[config.mk]
export PLATFORM = sky130hd
export DESIGN_NAME = hazard_sequencer
export DESIGN_NICKNAME = d
export VERILOG_FILES = /design/src/rtl/hazard_sequencer_pkg.sv /design/src/rtl/hazard_sequencer_forward_unit.sv /design/src/rtl/hazard_sequencer.sv
export SDC_FILE = /design/constraint.sdc
export NUM_CORES = 1
export LEC_CHECK = 0
export CORE_ASPECT_RATIO = 0.75
export CORE_UTILIZATION = 39
export CTS_BUF_LIST = sky130_fd_sc_hd__clkbuf_4 sky130_fd_sc_hd__clkbuf_8
export DETAILED_ROUTE_END_ITERATION = 10
export GPL_ROUTABILITY_DRIVEN = 0
export PLACE_DENSITY_LB_ADDON = 0.2
export REMOVE_ABC_BUFFERS = 1
export SLEW_MARGIN = 20
export SYNTH_ARGS = -nofsm -noshare
export SYNTH_HDL_FRONTEND = slang
export SYNTH_SLANG_ARGS = --single-unit
[constraint.sdc]
create_clock -name Clk -period 4.8 [get_ports Clk]
set_input_delay 0.96 -clock Clk [delete_from_list [all_inputs] [get_ports Clk]]
set_output_delay 0.96 -clock Clk [all_outputs]
set_load 0.01 [all_outputs]
[src/rtl/hazard_sequencer_pkg.sv]
// Shared definitions for the MIPS hazard sequencer: forwarding selects,
// MDU state encoding and the hard-wired zero register.
package hazard_sequencer_pkg;

   typedef logic [1:0] fwd_sel_t;

   localparam fwd_sel_t FWD_REG = 2'b00;
   localparam fwd_sel_t FWD_WB  = 2'b01;
   localparam fwd_sel_t FWD_MEM = 2'b10;

   localparam logic [0:0] IDLE = 1'b0;
   localparam logic [0:0] BUSY = 1'b1;

   localparam logic [4:0] REG_ZERO = 5'd0;

   // A later stage can supply a source only if it writes a real (non-$0) register.
   function automatic logic reg_match(input logic       reg_write,
                                      input logic [4:0] dest,
                                      input logic [4:0] src);
      return reg_write && (dest != REG_ZERO) && (dest == src);
   endfunction

endpackage

[src/rtl/hazard_sequencer_forward_unit.sv]
// ALU operand forwarding select for one source register; MEM beats WB.
module forward_unit
   import hazard_sequencer_pkg::*;
(
   input  logic [4:0] src_reg,
   input  logic [4:0] ex_mem_dest,
   input  logic       ex_mem_reg_write,
   input  logic [4:0] mem_wb_dest,
   input  logic       mem_wb_reg_write,
   output fwd_sel_t   fwd_sel
);

   always_comb begin
      fwd_sel = FWD_REG;
      if (reg_match(ex_mem_reg_write, ex_mem_dest, src_reg)) begin
         fwd_sel = FWD_MEM;
      end else if (reg_match(mem_wb_reg_write, mem_wb_dest, src_reg)) begin
         fwd_sel = FWD_WB;
      end
   end

endmodule

[src/rtl/hazard_sequencer.sv]
// Hazard controller for the 5-stage MIPS pipeline: stalls, flushes, forwarding
// and HI/LO busy timing. Define HAZARD_STATS_EN to add saturating statistics counters.
module hazard_sequencer
   import hazard_sequencer_pkg::*;
#(
   parameter int MDU_LATENCY = 4,
   parameter int CNT_W       = 32
)(
   input  logic             Clk,
   input  logic             Reset_n,
   input  logic [4:0]       IF_ID_Rs,
   input  logic [4:0]       IF_ID_Rt,
   input  logic             IF_ID_UsesRt,
   input  logic             IF_ID_ReadsHILO,
   input  logic [4:0]       ID_EX_Rs,
   input  logic [4:0]       ID_EX_Rt,
   input  logic             ID_EX_MemRead,
   input  logic             ID_EX_MDU_Start,
   input  logic [4:0]       EX_MEM_Dest,
   input  logic             EX_MEM_RegWrite,
   input  logic [4:0]       MEM_WB_Dest,
   input  logic             MEM_WB_RegWrite,
   input  logic             Branch_Taken,
   output logic             PC_Write,
   output logic             IF_ID_Write,
   output logic             ID_EX_Bubble,
   output logic             IF_ID_Flush,
   output logic             ID_EX_Flush,
   output logic             EX_MEM_Flush,
   output logic [1:0]       ForwardA,
   output logic [1:0]       ForwardB,
   output logic             HILO_Busy,
   output logic             HILO_Write
`ifdef HAZARD_STATS_EN
   ,
   output logic [CNT_W-1:0] Stall_Count,
   output logic [CNT_W-1:0] Flush_Count,
   output logic [CNT_W-1:0] HILO_Wait_Count
`endif
);

   localparam logic [3:0] MDU_RELOAD = 4'(MDU_LATENCY - 1);

   logic [0:0] state;
   logic [0:0] state_next;
   logic [3:0] mdu_cnt;
   logic [3:0] mdu_cnt_next;
   logic       load_use;
   logic       hilo_use;
   logic       stall;
   logic       mdu_issue;

   forward_unit u_forward_a (
      .src_reg          (ID_EX_Rs),
      .ex_mem_dest      (EX_MEM_Dest),
      .ex_mem_reg_write (EX_MEM_RegWrite),
      .mem_wb_dest      (MEM_WB_Dest),
      .mem_wb_reg_write (MEM_WB_RegWrite),
      .fwd_sel          (ForwardA)
   );

   forward_unit u_forward_b (
      .src_reg          (ID_EX_Rt),
      .ex_mem_dest      (EX_MEM_Dest),
      .ex_mem_reg_write (EX_MEM_RegWrite),
      .mem_wb_dest      (MEM_WB_Dest),
      .mem_wb_reg_write (MEM_WB_RegWrite),
      .fwd_sel          (ForwardB)
   );

   assign load_use = ID_EX_MemRead && (ID_EX_Rt != REG_ZERO) &&
                     ((ID_EX_Rt == IF_ID_Rs) || (IF_ID_UsesRt && (ID_EX_Rt == IF_ID_Rt)));
   // HI/LO becomes readable in the final busy cycle because forwarding covers the write.
   assign hilo_use = (state == BUSY) && (mdu_cnt != 4'd0) && IF_ID_ReadsHILO;
   assign stall    = load_use || hilo_use;

   // A taken branch overrides any stall so the wrong-path instructions drain.
   always_comb begin
      IF_ID_Flush  = Branch_Taken;
      ID_EX_Flush  = Branch_Taken;
      EX_MEM_Flush = Branch_Taken;
      PC_Write     = Branch_Taken || !stall;
      IF_ID_Write  = Branch_Taken || !stall;
      ID_EX_Bubble = !Branch_Taken && stall;
   end

   assign HILO_Busy  = (state == BUSY);
   assign HILO_Write = (state == BUSY) && (mdu_cnt == 4'd0);
   assign mdu_issue  = ID_EX_MDU_Start && !ID_EX_Flush;

   always_comb begin
      state_next   = state;
      mdu_cnt_next = mdu_cnt;
      case (state)
         IDLE: begin
            if (mdu_issue) begin
               state_next   = BUSY;
               mdu_cnt_next = MDU_RELOAD;
            end
         end
         BUSY: begin
            if (mdu_cnt == 4'd0) begin
               if (mdu_issue) begin
                  mdu_cnt_next = MDU_RELOAD;
               end else begin
                  state_next = IDLE;
               end
            end else begin
               mdu_cnt_next = mdu_cnt - 4'd1;
            end
         end
         default: begin
            state_next   = IDLE;
            mdu_cnt_next = 4'd0;
         end
      endcase
   end

   always_ff @(posedge Clk or negedge Reset_n) begin
      if (!Reset_n) begin
         state   <= IDLE;
         mdu_cnt <= 4'd0;
      end else begin
         state   <= state_next;
         mdu_cnt <= mdu_cnt_next;
      end
   end

`ifdef HAZARD_STATS_EN
   localparam logic [CNT_W-1:0] CNT_ONE = CNT_W'(1);

   // Counters stick at all-ones instead of wrapping.
   always_ff @(posedge Clk or negedge Reset_n) begin
      if (!Reset_n) begin
         Stall_Count     <= '0;
         Flush_Count     <= '0;
         HILO_Wait_Count <= '0;
      end else begin
         if (stall && (Stall_Count != '1)) begin
            Stall_Count <= Stall_Count + CNT_ONE;
         end
         if (Branch_Taken && (Flush_Count != '1)) begin
            Flush_Count <= Flush_Count + CNT_ONE;
         end
         if (hilo_use && (HILO_Wait_Count != '1)) begin
            HILO_Wait_Count <= HILO_Wait_Count + CNT_ONE;
         end
      end
   end
`else
   logic [31:0] unused_cnt_w;
   assign unused_cnt_w = 32'(CNT_W);
`endif

endmodule

Word-level counts from Yosys, hierarchy flattened
Cells that the tools add are included.
{ "totals": {"output_inout_bits": 12, "in_bits": 39, "register_bits": 5, "wordCells": 44} }
{ "classes": {"reduce_logical": 24, "addsub": 1, "eq_ne": 6, "n_mux": 10, "n_bitwise": 1} }
{ "ops": {"columns": ["cell", "n"], "rows": [
  ["5-bit == test", 6],
  ["5-bit nonzero test", 3],
  ["1-bit logical AND", 14],
  ["4-bit 2-to-1 mux", 2],
  ["4-bit one-hot mux with 2 select lines", 1],
  ["4-bit logical NOT", 1],
  ["1-bit 2-to-1 mux", 4],
  ["2-bit 2-to-1 mux", 2],
  ["4-bit nonzero test", 1],
  ["4-bit by 1-bit subtractor with 4-bit output (second input constant)", 1],
  ["1-bit logical OR", 3],
  ["1-bit logical NOT", 2],
  ["1-bit one-hot mux with 2 select lines", 1],
  ["1-bit inverter", 1]
]} }

Depth between registers and ports, before layout
Gate-level depths: netlist of the first run.
{ "depth": {"ltp_word": 7, "mapped_depth": 6} }

By module
From an unflattened synthesis of the first run, not the netlist that was laid out.
{ "hier_totals": {"hier_cells": 87, "hier_area_um2": 742.0} }
{ "modules_own_cells": {"columns": ["module", "cells_per_inst", "instances", "area_each_um2"], "rows": [
  ["hazard_sequencer", 47, 1, 439.2],
  ["forward_unit", 20, 2, 151.4]
]} }

Least setup slack after synthesis of the first run
No wires, ideal clock.
{ "synth_path": {"kind": "input to output", "start": "input ID_EX_Rt[4]", "end": "output PC_Write", "path_stages": 6, "setup_slack_ns": 1.614, "arrival_time_ns": 2.226, "cell_sequence": "clkbuf_1 xor2_1 nor4_1 a32oi_1 o32a_1 buf_4"} }
{ "synth_via": {"elab_chain_len": 7, "word_cells_on_any_way": 10} }
{ "synth_rtl": {"columns": ["element", "line", "text"], "rows": [
  ["from (decl)", "hazard_sequencer.sv:16", "input logic [4:0] ID_EX_Rt,"],
  ["5-bit == test", "hazard_sequencer.sv:72", "((ID_EX_Rt == IF_ID_Rs) || (IF_ID_UsesRt && (ID_EX_Rt == IF_ID_Rt)));"],
  ["1-bit logical AND", "hazard_sequencer.sv:72", null],
  ["1-bit logical OR", "hazard_sequencer.sv:72", null],
  ["1-bit logical AND *", "hazard_sequencer.sv:71", "assign load_use = ID_EX_MemRead && (ID_EX_Rt != REG_ZERO) &&"],
  ["1-bit logical OR *", "hazard_sequencer.sv:75", "assign stall = load_use || hilo_use;"],
  ["1-bit logical NOT *", null, null],
  ["1-bit logical OR *", null, null],
  ["to (decl)", "hazard_sequencer.sv:24", "output logic PC_Write,"]
]} }
Mark *: on every way between the ends. The rest lies on a longest branch, timed or not.

Worst setup path after layout of the first run
{ "layout_path": {"start": "input EX_MEM_Dest[0]", "end": "output ForwardB[0]"} }
{ "layout_via": {"elab_chain_len": 4, "word_cells_on_any_way": 5} }
{ "layout_rtl": {"columns": ["element", "line", "text"], "rows": [
  ["from (decl)", "hazard_sequencer.sv:19", "input logic [4:0] EX_MEM_Dest,"],
  ["5-bit nonzero test", "hazard_sequencer_pkg.sv:20", "return reg_write && (dest != REG_ZERO) && (dest == src);"],
  ["1-bit logical AND", "hazard_sequencer_pkg.sv:20", null],
  ["1-bit logical AND *", "hazard_sequencer_pkg.sv:20", null],
  ["2-bit 2-to-1 mux *", "hazard_sequencer_forward_unit.sv:15", "if (reg_match(ex_mem_reg_write, ex_mem_dest, src_reg)) begin"],
  ["to (decl)", "hazard_sequencer.sv:31", "output logic [1:0] ForwardB,"]
]} }
Marked as above.

==> results of run 1 <==
-- power groups by stage --
stage | sequential [uW] | clock, uW | combinational (uW)
CTS | 84.3 | 57.0 | 193
global placement | 83.6 | 0 | 185
finish | 84.5 | 56.1 | 190
detailed placement | 84.5 | 0 | 190
floorplan | 81.6 | 0 | 102
global route | 89.1 | 62.5 | 213
-- sequential cells by signal (all words and copies together) (netlist names) --
| name | flops |
|---|---|
| mdu_cnt | 4 |
| HILO_Busy | 1 |
-- per-layer routing --
metal | part of all wire, % | routed length, microns | up-vias
met5 | 0 | 0 | -
met4 | 0 | 0 | 0
met3 | 8.0 | 156 | 0
met2 | 48 | 929 | 38
met1 | 44 | 857 | 360
li1 | - | - | 395
-- cells by family after synthesis --
| family | Yosys count | share of synthesized area [%] |
|---|---|---|
| xor+xnor | 30 | 35.1 |
| simple gates | 27 | 24.1 |
| buf+inv | 13 | 8.53 |
| compound gates | 11 | 10.9 |
| flops | 5 | 16.7 |
| mux | 2 | 3.01 |
| fa+ha+maj | 1 | 1.67 |
-- area by class of cell --
cell class | count | area (sq um) | share of cell area, %
clock buffer | 4 | 30.0 | 2.39
inverter | 4 | 15.0 | 1.19
multi-input combinational | 71 | 559 | 44.5
sequential | 5 | 125 | 9.95
tap | 22 | 27.5 | 2.19
timing repair buffer | 50 | 500 | 39.8
-- final timing paths --
check	end	from	slack [ns]	cells after the start
min in group asynchronous	mdu_cnt[3]$_DFF_PN0_	Reset_n	0.94	1
setup reg to reg	mdu_cnt[0]$_DFF_PN0_	mdu_cnt[0]$_DFF_PN0_	2.97	6
hold reg to reg	mdu_cnt[1]$_DFF_PN0_	mdu_cnt[1]$_DFF_PN0_	0.58	4
max in group asynchronous	mdu_cnt[0]$_DFF_PN0_	Reset_n	3.67	1
hold / removal	mdu_cnt[1]$_DFF_PN0_	mdu_cnt[1]$_DFF_PN0_	0.58	4
setup / recovery	ForwardB[0]	EX_MEM_Dest[0]	0.70	6
-- critical path: stages --
cell	delay (ns)
clkdlybuf4s50_1	0.48
or4_4	0.57
o21ai_4	0.17
nor4_2	0.08
nor4_2	0.29
clkdlybuf4s50_1	0.58
-- cell usage in the layout (no fill, tap or decap) --
master           netlist  routed
or4_1                  4       4
nand3_1                2       2
nor4_2                 4       4
o32a_1                 1       1
xnor2_1                7       7
inv_1                  4       4
xor2_1                23      23
ha_1                   1       1
nand3b_1               1       1
nand2_1                7       7
nand2b_1               2       2
o32ai_1                1       1
a32oi_1                1       1
o31ai_1                1       1
o21ai_0                4       4
mux2_2                 2       2
nor3_1                 2       2
nor2_1                 2       2
nor4b_1                1       1
o21ai_4                1       1
dfrtp_1                5       5
or4_4                  1       1
clkdlybuf4s50_1        0      50
clkbuf_4               0       4
nor4_1                 1       1
o21ai_1                2       2
-- through the flow --
step                      std cells  total power [uW]
after detailed placement        152               275
after floorplan                  80               183
final                           156               331
after CTS                       156               334
after global placement          152               268
after global routing            156               364
==> flow_metrics.env, run 1 <==
export IMPL_fin_ws_ns=0.703
export IMPL_grt_busiest_layer="met2"
export IMPL_arrival_ns=3.14
export IMPL_grtUsageMet3_pct=6.82
export IMPL_nets=175
export IMPL_hold_class="register to register"
export IMPL_synth_edf_count=0
export IMPL_synth_most_common_cell="xor2_1"
export IMPL_crit_required_ns=3.84
export IMPL_wl_microns=1940
export IMPL_clock_skew_ns=0.00463
export IMPL_clk_latency_ns=0.25
export IMPL_antenna_found_initial=0
export IMPL_ir_drop_mv=0.283
export IMPL_cts_tree="done"
export IMPL_tightestPinTransition_ns=0.633
export IMPL_avgViaCountPerCell=5.08
export IMPL_seq_power_share_pct=25.5
export IMPL_synth_seq_area_share_pct=16.7
export IMPL_dr_pass1_iters=4
export IMPL_dieWidth_microns=52.6
export IMPL_rsz0062_at_grt="false"
export IMPL_start_util_pct=42.2
export IMPL_root_buffer="clkbuf_4"
export IMPL_drv_cap=0
export IMPL_utilization_pct=70.9
export IMPL_share_comb_of_total_power_pct=57.5
export IMPL_relSlewSlack_pct=57.4
export IMPL_final_area_sq_mm=0.00126
export IMPL_ioPinCount=51
export IMPL_die_h_microns=39.9
export IMPL_intPower_uw=207
export IMPL_cts_max_level=1
export IMPL_async_flop_share_pct=100
export IMPL_crit_type="input port to primary output"
export IMPL_cts_resized=0
export IMPL_clk_path_buf_depth=2
export IMPL_leakage_uw=0.000471
export IMPL_path_clk_slew_ns=0.04
export IMPL_synth_top_area_share_pct=26.9
export IMPL_end_kind="primary output"
export IMPL_ys_top_cells_by_area="xor2_1 27%, dfrtp_1 17%, xnor2_1 8.2%"
export IMPL_totalNegativeSetupSlack_ns=0
export IMPL_num_rows=13
export IMPL_cts_setup_buffers=0
export IMPL_clock_sinks=5
export IMPL_synthesis_area_sq_um=748
export IMPL_fin_crit_sh_pct=85.4
export IMPL_hold_viol=0
export IMPL_port_buffers=50
export IMPL_switching_share_pct=37.6
export IMPL_synthTopCellsByCount="23 x xor2_1, 7 x nand2_1, 7 x xnor2_1"
export IMPL_drt_initial_drc_count=12
export IMPL_ys_flop_type="dfrtp_1"
export IMPL_cp_max_fo=3
export IMPL_met1_usage_pct=26.5
export IMPL_setup_worst_path_start_class="input port"
export IMPL_fmax_mhz=244
export IMPL_hpwl_microns=1660
export IMPL_outcome="finished clean"
export IMPL_synth_warnings=0
export IMPL_maxSlewViolCount=0
export IMPL_switching_power_uw=124
export IMPL_grt_usage_pct=20.9
export IMPL_syn_to_final_growth_pct=68.1
export IMPL_nFillCells=148
export IMPL_cts_made_buffers=3
export IMPL_cts_hold_buf=0
export IMPL_dieArea_sq_mm=0.00210
export IMPL_grt_ovfl_total=0
export IMPL_pre_cts_slack_ns=0.704
export IMPL_synthCells=89
export IMPL_met2_usage_pct=36.4
export IMPL_dr_total_vias=793
export IMPL_antenna_left=0
export IMPL_grt_pass1_vias=729
export IMPL_hold_slack_ns=0.576
export IMPL_drc=0
export IMPL_place_area_sq_mm=0.00123
export IMPL_syn_avg_cell_area_sq_um=8.41
export IMPL_pwr_density_cell_mw_per_mm2=263
export IMPL_final_layout_size_suffix_gt1_share_pct=8.96
export IMPL_n_antenna_cell=0
export IMPL_setup_viol=0
export IMPL_clockPowerShare_pct=16.9
export IMPL_synth_distinct_cells=26
export IMPL_wl_per_cell_microns=12.5
export IMPL_timing_final_crit_period_ns=4.10
export IMPL_yosys_register_bits=5
export IMPL_grt_max_degree=8
export IMPL_yosys_area_top_type="xor2_1"
export IMPL_design_core_area_sq_mm=0.00177
export IMPL_grt_pass1_wl_microns=3130
Power figures use the tool's default switching activity.
==> run 2, diff against run 1 <==
- CORE_UTILIZATION: 39 -> 33
- SLEW_MARGIN: 20 -> 10
- clock period: 4.8 -> 3.6 ns (I/O delays scaled with it)
==> run 2 against run 1 <==
Net effect: the run now ends with DRC left; final cell count grew 7.7%; flip-flop and latch count unchanged; non-clock buffer count is 10 higher; clock-buffer cell count did not move; die area up 17%; largest cell class is now buffers; global-route usage fell by 1.8 points; cell area rose by 7.3%; critical path depth unchanged; setup slack got worse by 0.62 ns; clock skew hardly changed; register-to-register slack worse by 0.98 ns; highest routed layer is now met4; combinational power up 45%.
==> flow_metrics.env, run 2 (same netlist as run 1, synthesis figures left out) <==
export IMPL_timing_final_crit_period_ns=3.52
export IMPL_crit_chain="clkdlybuf4s50_1 > or4_4 > o21ai_4 > nor4_2 > nor4_2 > clkdlybuf4s50_1"
export IMPL_cpPeakStageDelay_ns=0.57
export IMPL_drv_cap=0
export IMPL_seq_power_share_pct=24.3
export IMPL_end_kind="primary output"
export IMPL_cts_setup_buffers=0
export IMPL_hold_viol=0
export IMPL_fin_crit_sh_pct=97.7
export IMPL_clock_sinks=5
export IMPL_drt_initial_drc_count=17
export IMPL_hold_class="register to register"
export IMPL_ioPinCount=51
export IMPL_setup_viol=0
export IMPL_switching_share_pct=37.2
export IMPL_pre_cts_slack_ns=0.0702
export IMPL_leakage_uw=0.000563
export IMPL_cp_max_fo=2
export IMPL_grt_pass1_wl_microns=3550
export IMPL_cpLargestDelayFamily="buffers and inverters"
export IMPL_design_core_area_sq_mm=0.00207
export IMPL_cts_made_buffers=3
export IMPL_clk_path_buf_depth=2
export IMPL_final_layout_size_suffix_gt1_share_pct=16.0
export IMPL_hpwl_microns=1860
export IMPL_maxSlewViolCount=0
export IMPL_start_util_pct=36.2
export IMPL_totalNegativeSetupSlack_ns=0
export IMPL_clock_skew_ns=0.00420
export IMPL_avgViaCountPerCell=4.91
export IMPL_final_area_sq_mm=0.00135
export IMPL_r2r_slack_ns=1.99
export IMPL_grt_ovfl_total=0
export IMPL_clk_latency_ns=0.25
export IMPL_outcome="finished with violations"
export IMPL_relSlewSlack_pct=79.5
export IMPL_antenna_left=0
export IMPL_place_area_sq_mm=0.00131
export IMPL_die_h_microns=43.2
export IMPL_antenna_found_initial=0
export IMPL_dr_total_vias=825
export IMPL_final_common_cell="clkdlybuf4s50_1"
export IMPL_hold_end="mdu_cnt[2]$_DFF_PN0_"
export IMPL_path_clk_slew_ns=0.05
export IMPL_r2r_end="mdu_cnt[0]$_DFF_PN0_"
export IMPL_port_buffers=50
export IMPL_setup_worst_path_start_class="input port"
export IMPL_rsz0062_at_grt="false"
export IMPL_cts_resized=0
export IMPL_timing_rr_start="mdu_cnt[0]$_DFF_PN0_"
export IMPL_pwr_density_cell_mw_per_mm2=343
export IMPL_failed_checks="DRC"
export IMPL_share_comb_of_total_power_pct=59.4
export IMPL_n_antenna_cell=0
export IMPL_placed_cells=164
export IMPL_ir_drop_mv=0.287
export IMPL_intPower_uw=291
export IMPL_dieWidth_microns=57.0
export IMPL_grt_usage_pct=19.1
export IMPL_crit_slowest_cell="clkdlybuf4s50_1"
export IMPL_syn_to_final_growth_pct=80.3
export IMPL_crit_required_ns=2.88
export IMPL_wl_per_cell_microns=13.3
export IMPL_cts_hold_buf=0
export IMPL_switching_power_uw=172
export IMPL_root_buffer="clkbuf_4"
export IMPL_hold_slack_ns=0.578
export IMPL_fin_ws_ns=0.0828
export IMPL_cts_tree="done"
export IMPL_most_common_layout_cells="47 x clkdlybuf4s50_1, 23 x xor2_1, 10 x buf_4, 7 x xnor2_1, 7 x nand2_1"
export IMPL_fmax_mhz=284
export IMPL_worst_path_buf_inv=2
export IMPL_wl_microns=2230
export IMPL_cts_max_level=1
export IMPL_largest_register_ffs=4
export IMPL_ff2ff_path_depth=7
export IMPL_num_rows=14
export IMPL_clockPowerShare_pct=16.3
export IMPL_fin_cells=168
export IMPL_nets=185
export IMPL_regMostFlops="mdu_cnt"
export IMPL_arrival_ns=2.80
export IMPL_hold_depth=1
export IMPL_grt_pass1_vias=844
export IMPL_drc=6
export IMPL_grt_max_degree=8
export IMPL_worstHoldStart="HILO_Busy$_DFF_PN0_"
export IMPL_tightestPinTransition_ns=0.305
export IMPL_crit_type="input port to primary output"
export IMPL_dr_pass1_iters=7
export IMPL_dieArea_sq_mm=0.00246
## run 2: cell count changes in the layout (fill, tap and decap cells not counted), sizes merged
cell           previous run  this run
dlymetal6s2s              0         3
buf                       0        10
clkdlybuf4s50            50        47
## run 2: routing by layer
layer	track usage (%)	vias up	wire length [microns]
met5	0	-	0
li1	-	415	-
met1	23.8	367	1050
met3	6.71	2	193
met2	31.1	41	970
met4	5.85	0	15
## run 2: layout make-up
type / count / area [sq um]
Clock buffer: 4 / 30.0
Timing Repair Buffer: 60 / 583
Fill cell: 179 / 718
Inverter: 4 / 15.0
Sequential cell: 5 / 125
Tap cell: 24 / 30.0
Multi-Input combinational cell: 71 / 566
## run 2: per-stage QoR
| stage | total power, uW | util, % |
|---|---|---|
| floorplan | 244 | - |
| global placement | 378 | 63.1 |
| detailed placement | 384 | 63.1 |
| CTS | 462 | 64.6 |
| global route | 506 | 65.3 |
| finish | 463 | 65.3 |
## run 2: worst max-delay path by stage
| stage | start | cells past startpoint | end | slack [ns] |
|---|---|---|---|---|
| final | EX_MEM_Dest[0] | 6 | ForwardB[0] | 0.08 |
| after global routing | EX_MEM_Dest[0] | 6 | ForwardB[0] | 0.02 |
| after CTS | ID_EX_Rt[4] | 6 | ID_EX_Bubble | 0.06 |
| after detailed placement | ID_EX_Rt[4] | 6 | PC_Write | 0.07 |
| after global placement | EX_MEM_Dest[0] | 6 | ForwardB[0] | 0.12 |
| after floorplan | EX_MEM_Dest[0] | 4 | ForwardA[0] | 1.02 |
## run 2: worst reg2reg max path, cell delays in order (launching register included)
cell and delay, ns:
dfrtp_1 0.37, inv_1 0.08, ha_1 0.22, inv_1 0.08
o31ai_1 0.22, buf_4 0.18, nand2_1 0.06, mux2_2 0.28
## run 2: power groups by stage
stage | clock network [uW] | registers [uW] | logic [uW]
2_1_floorplan | 0 | 109 | 136
3_3_place_gp | 0 | 111 | 267
6_report | 75.6 | 112 | 275
4_1_cts | 76.6 | 112 | 274
3_5_place_dp | 0 | 113 | 272
5_1_grt | 81.5 | 118 | 306
==> run 3, diff against run 2 <==
- CORE_UTILIZATION: 33 -> 26
==> run 3 against run 2 <==
Net effect: clock-buffer cell count stayed put; worst hold slack worse by 0.0067 ns; die area is 26% higher; the flow now finishes without violations; largest cell class unchanged; combinational power is 5% lower; non-clock buffer count is 1 lower; sequential power hardly changed; global-route usage is 5.0 points lower; register-to-register slack worse by 0.25 ns; setup slack better by 0.047 ns.
==> flow_metrics.env, run 3 (same netlist as run 1, synthesis figures left out) <==
export IMPL_drt_initial_drc_count=17
export IMPL_end_kind="primary output"
export IMPL_pwr_density_cell_mw_per_mm2=352
export IMPL_clk_path_buf_depth=2
export IMPL_crit_type="input port to primary output"
export IMPL_crit_required_ns=2.88
export IMPL_fmax_mhz=288
export IMPL_arrival_ns=2.75
export IMPL_crit_slowest_cell="clkdlybuf4s50_1"
export IMPL_clk_latency_ns=0.22
export IMPL_ff2ff_path_depth=6
export IMPL_clock_skew_ns=0.00155
export IMPL_share_comb_of_total_power_pct=54.2
export IMPL_r2r_slack_ns=1.74
export IMPL_dr_pass1_iters=4
export IMPL_regMostFlops="mdu_cnt"
export IMPL_final_layout_size_suffix_gt1_share_pct=15.4
export IMPL_hold_viol=0
export IMPL_relSlewSlack_pct=54.3
export IMPL_cts_hold_buf=0
export IMPL_grt_pass1_wl_microns=3450
export IMPL_switching_power_uw=168
export IMPL_cts_resized=0
export IMPL_crit_chain="clkdlybuf4s50_1 > or4_4 > o21ai_4 > nor4_2 > nor4_2 > clkdlybuf4s50_1"
export IMPL_dieWidth_microns=63.9
export IMPL_dieArea_sq_mm=0.00310
export IMPL_drc=0
export IMPL_path_clk_slew_ns=0.04
export IMPL_die_h_microns=48.5
export IMPL_dr_total_vias=795
export IMPL_hold_depth=1
export IMPL_cts_made_buffers=3
export IMPL_ir_drop_mv=0.153
export IMPL_hold_end="mdu_cnt[2]$_DFF_PN0_"
export IMPL_grt_max_degree=8
export IMPL_cts_tree="done"
export IMPL_rsz0062_at_grt="false"
export IMPL_port_buffers=50
export IMPL_r2r_end="mdu_cnt[0]$_DFF_PN0_"
export IMPL_num_rows=16
export IMPL_clockPowerShare_pct=22.8
export IMPL_setup_viol=0
export IMPL_wl_microns=2100
export IMPL_cts_setup_buffers=0
export IMPL_ioPinCount=51
export IMPL_clock_sinks=5
export IMPL_design_core_area_sq_mm=0.00266
export IMPL_hpwl_microns=1920
export IMPL_final_common_cell="clkdlybuf4s50_1"
export IMPL_cts_max_level=1
export IMPL_syn_to_final_growth_pct=83.4
export IMPL_fin_crit_sh_pct=96.4
export IMPL_switching_share_pct=34.8
export IMPL_maxSlewViolCount=0
export IMPL_intPower_uw=315
export IMPL_start_util_pct=28.1
export IMPL_timing_final_crit_period_ns=3.47
export IMPL_setup_worst_path_start_class="input port"
export IMPL_most_common_layout_cells="48 x clkdlybuf4s50_1, 23 x xor2_1, 9 x buf_4, 7 x xnor2_1, 7 x nand2_1"
export IMPL_seq_power_share_pct=23.1
export IMPL_cp_max_fo=2
export IMPL_tightestPinTransition_ns=0.679
export IMPL_drv_cap=0
export IMPL_cpPeakStageDelay_ns=0.57
export IMPL_grt_usage_pct=14.1
export IMPL_wl_per_cell_microns=11.7
export IMPL_antenna_found_initial=0
export IMPL_outcome="finished clean"
export IMPL_timing_rr_start="mdu_cnt[0]$_DFF_PN0_"
export IMPL_hold_class="register to register"
export IMPL_grt_ovfl_total=0
export IMPL_leakage_uw=0.000557
export IMPL_antenna_left=0
export IMPL_n_antenna_cell=0
export IMPL_largest_register_ffs=4
export IMPL_root_buffer="clkbuf_8"
export IMPL_avgViaCountPerCell=4.44
export IMPL_hold_slack_ns=0.571
export IMPL_grt_pass1_vias=807
export IMPL_worstHoldStart="HILO_Busy$_DFF_PN0_"
export IMPL_totalNegativeSetupSlack_ns=0
export IMPL_nets=184
-- run 3: cell type report --
| cell class | count | area, sq um |
|---|---|---|
| Sequential cell | 5 | 125 |
| Inverter | 4 | 15.0 |
| Multi-Input combinational cell | 71 | 566 |
| Tap cell | 36 | 45.0 |
| Fill cell | 286 | 1290 |
| Timing Repair Buffer | 59 | 573 |
| Clock buffer | 4 | 48.8 |
-- run 3: power groups by stage --
stage	combinational (uW)	clock [uW]	sequential (uW)
after floorplan	136	0	109
after detailed placement	264	0	112
after global placement	255	0	111
final	262	110	111
after CTS	265	113	112
after global routing	295	117	117
-- run 3: metal layers --
metal  up-vias  part of all wire (%)  global-route usage (%)
met3         0                   3.6                    1.42
met5         -                     0                       0
met2        23                    49                    24.3
li1        414                     -                       -
met4         0                     0                    3.41
met1       358                    48                    18.9
-- run 3: critical path, delay by kind of cell --
family,cells,cell delay (ns)
simple gates,3,0.88
buf+inv,2,0.99
compound gates,1,0.16
-- run 3: stage by stage --
stage                     cells  power, uW  instance area (sq um)  utilization (%)  setup WS, ns
final                       179        483                   1370             51.6         0.130
after floorplan              80        244                    699                -          1.02
after CTS                   179        490                   1360             51.1        0.0473
after global routing        179        529                   1370             51.6        0.0313
after global placement      175        366                   1310             49.3        0.0533
after detailed placement    175        377                   1310             49.3        0.0574
-- run 3: how the worst max path moves through the flow --
stage | start | endpoint | depth (start not counted)
2_1_floorplan | EX_MEM_Dest[0] | ForwardA[0] | 4
3_3_place_gp | ID_EX_Rt[4] | ID_EX_Bubble | 6
3_5_place_dp | ID_EX_Rt[4] | ID_EX_Bubble | 6
4_1_cts | ID_EX_Rt[4] | ID_EX_Bubble | 6
5_1_grt | ID_EX_Rt[4] | PC_Write | 6
6_report | EX_MEM_Dest[0] | ForwardA[0] | 6
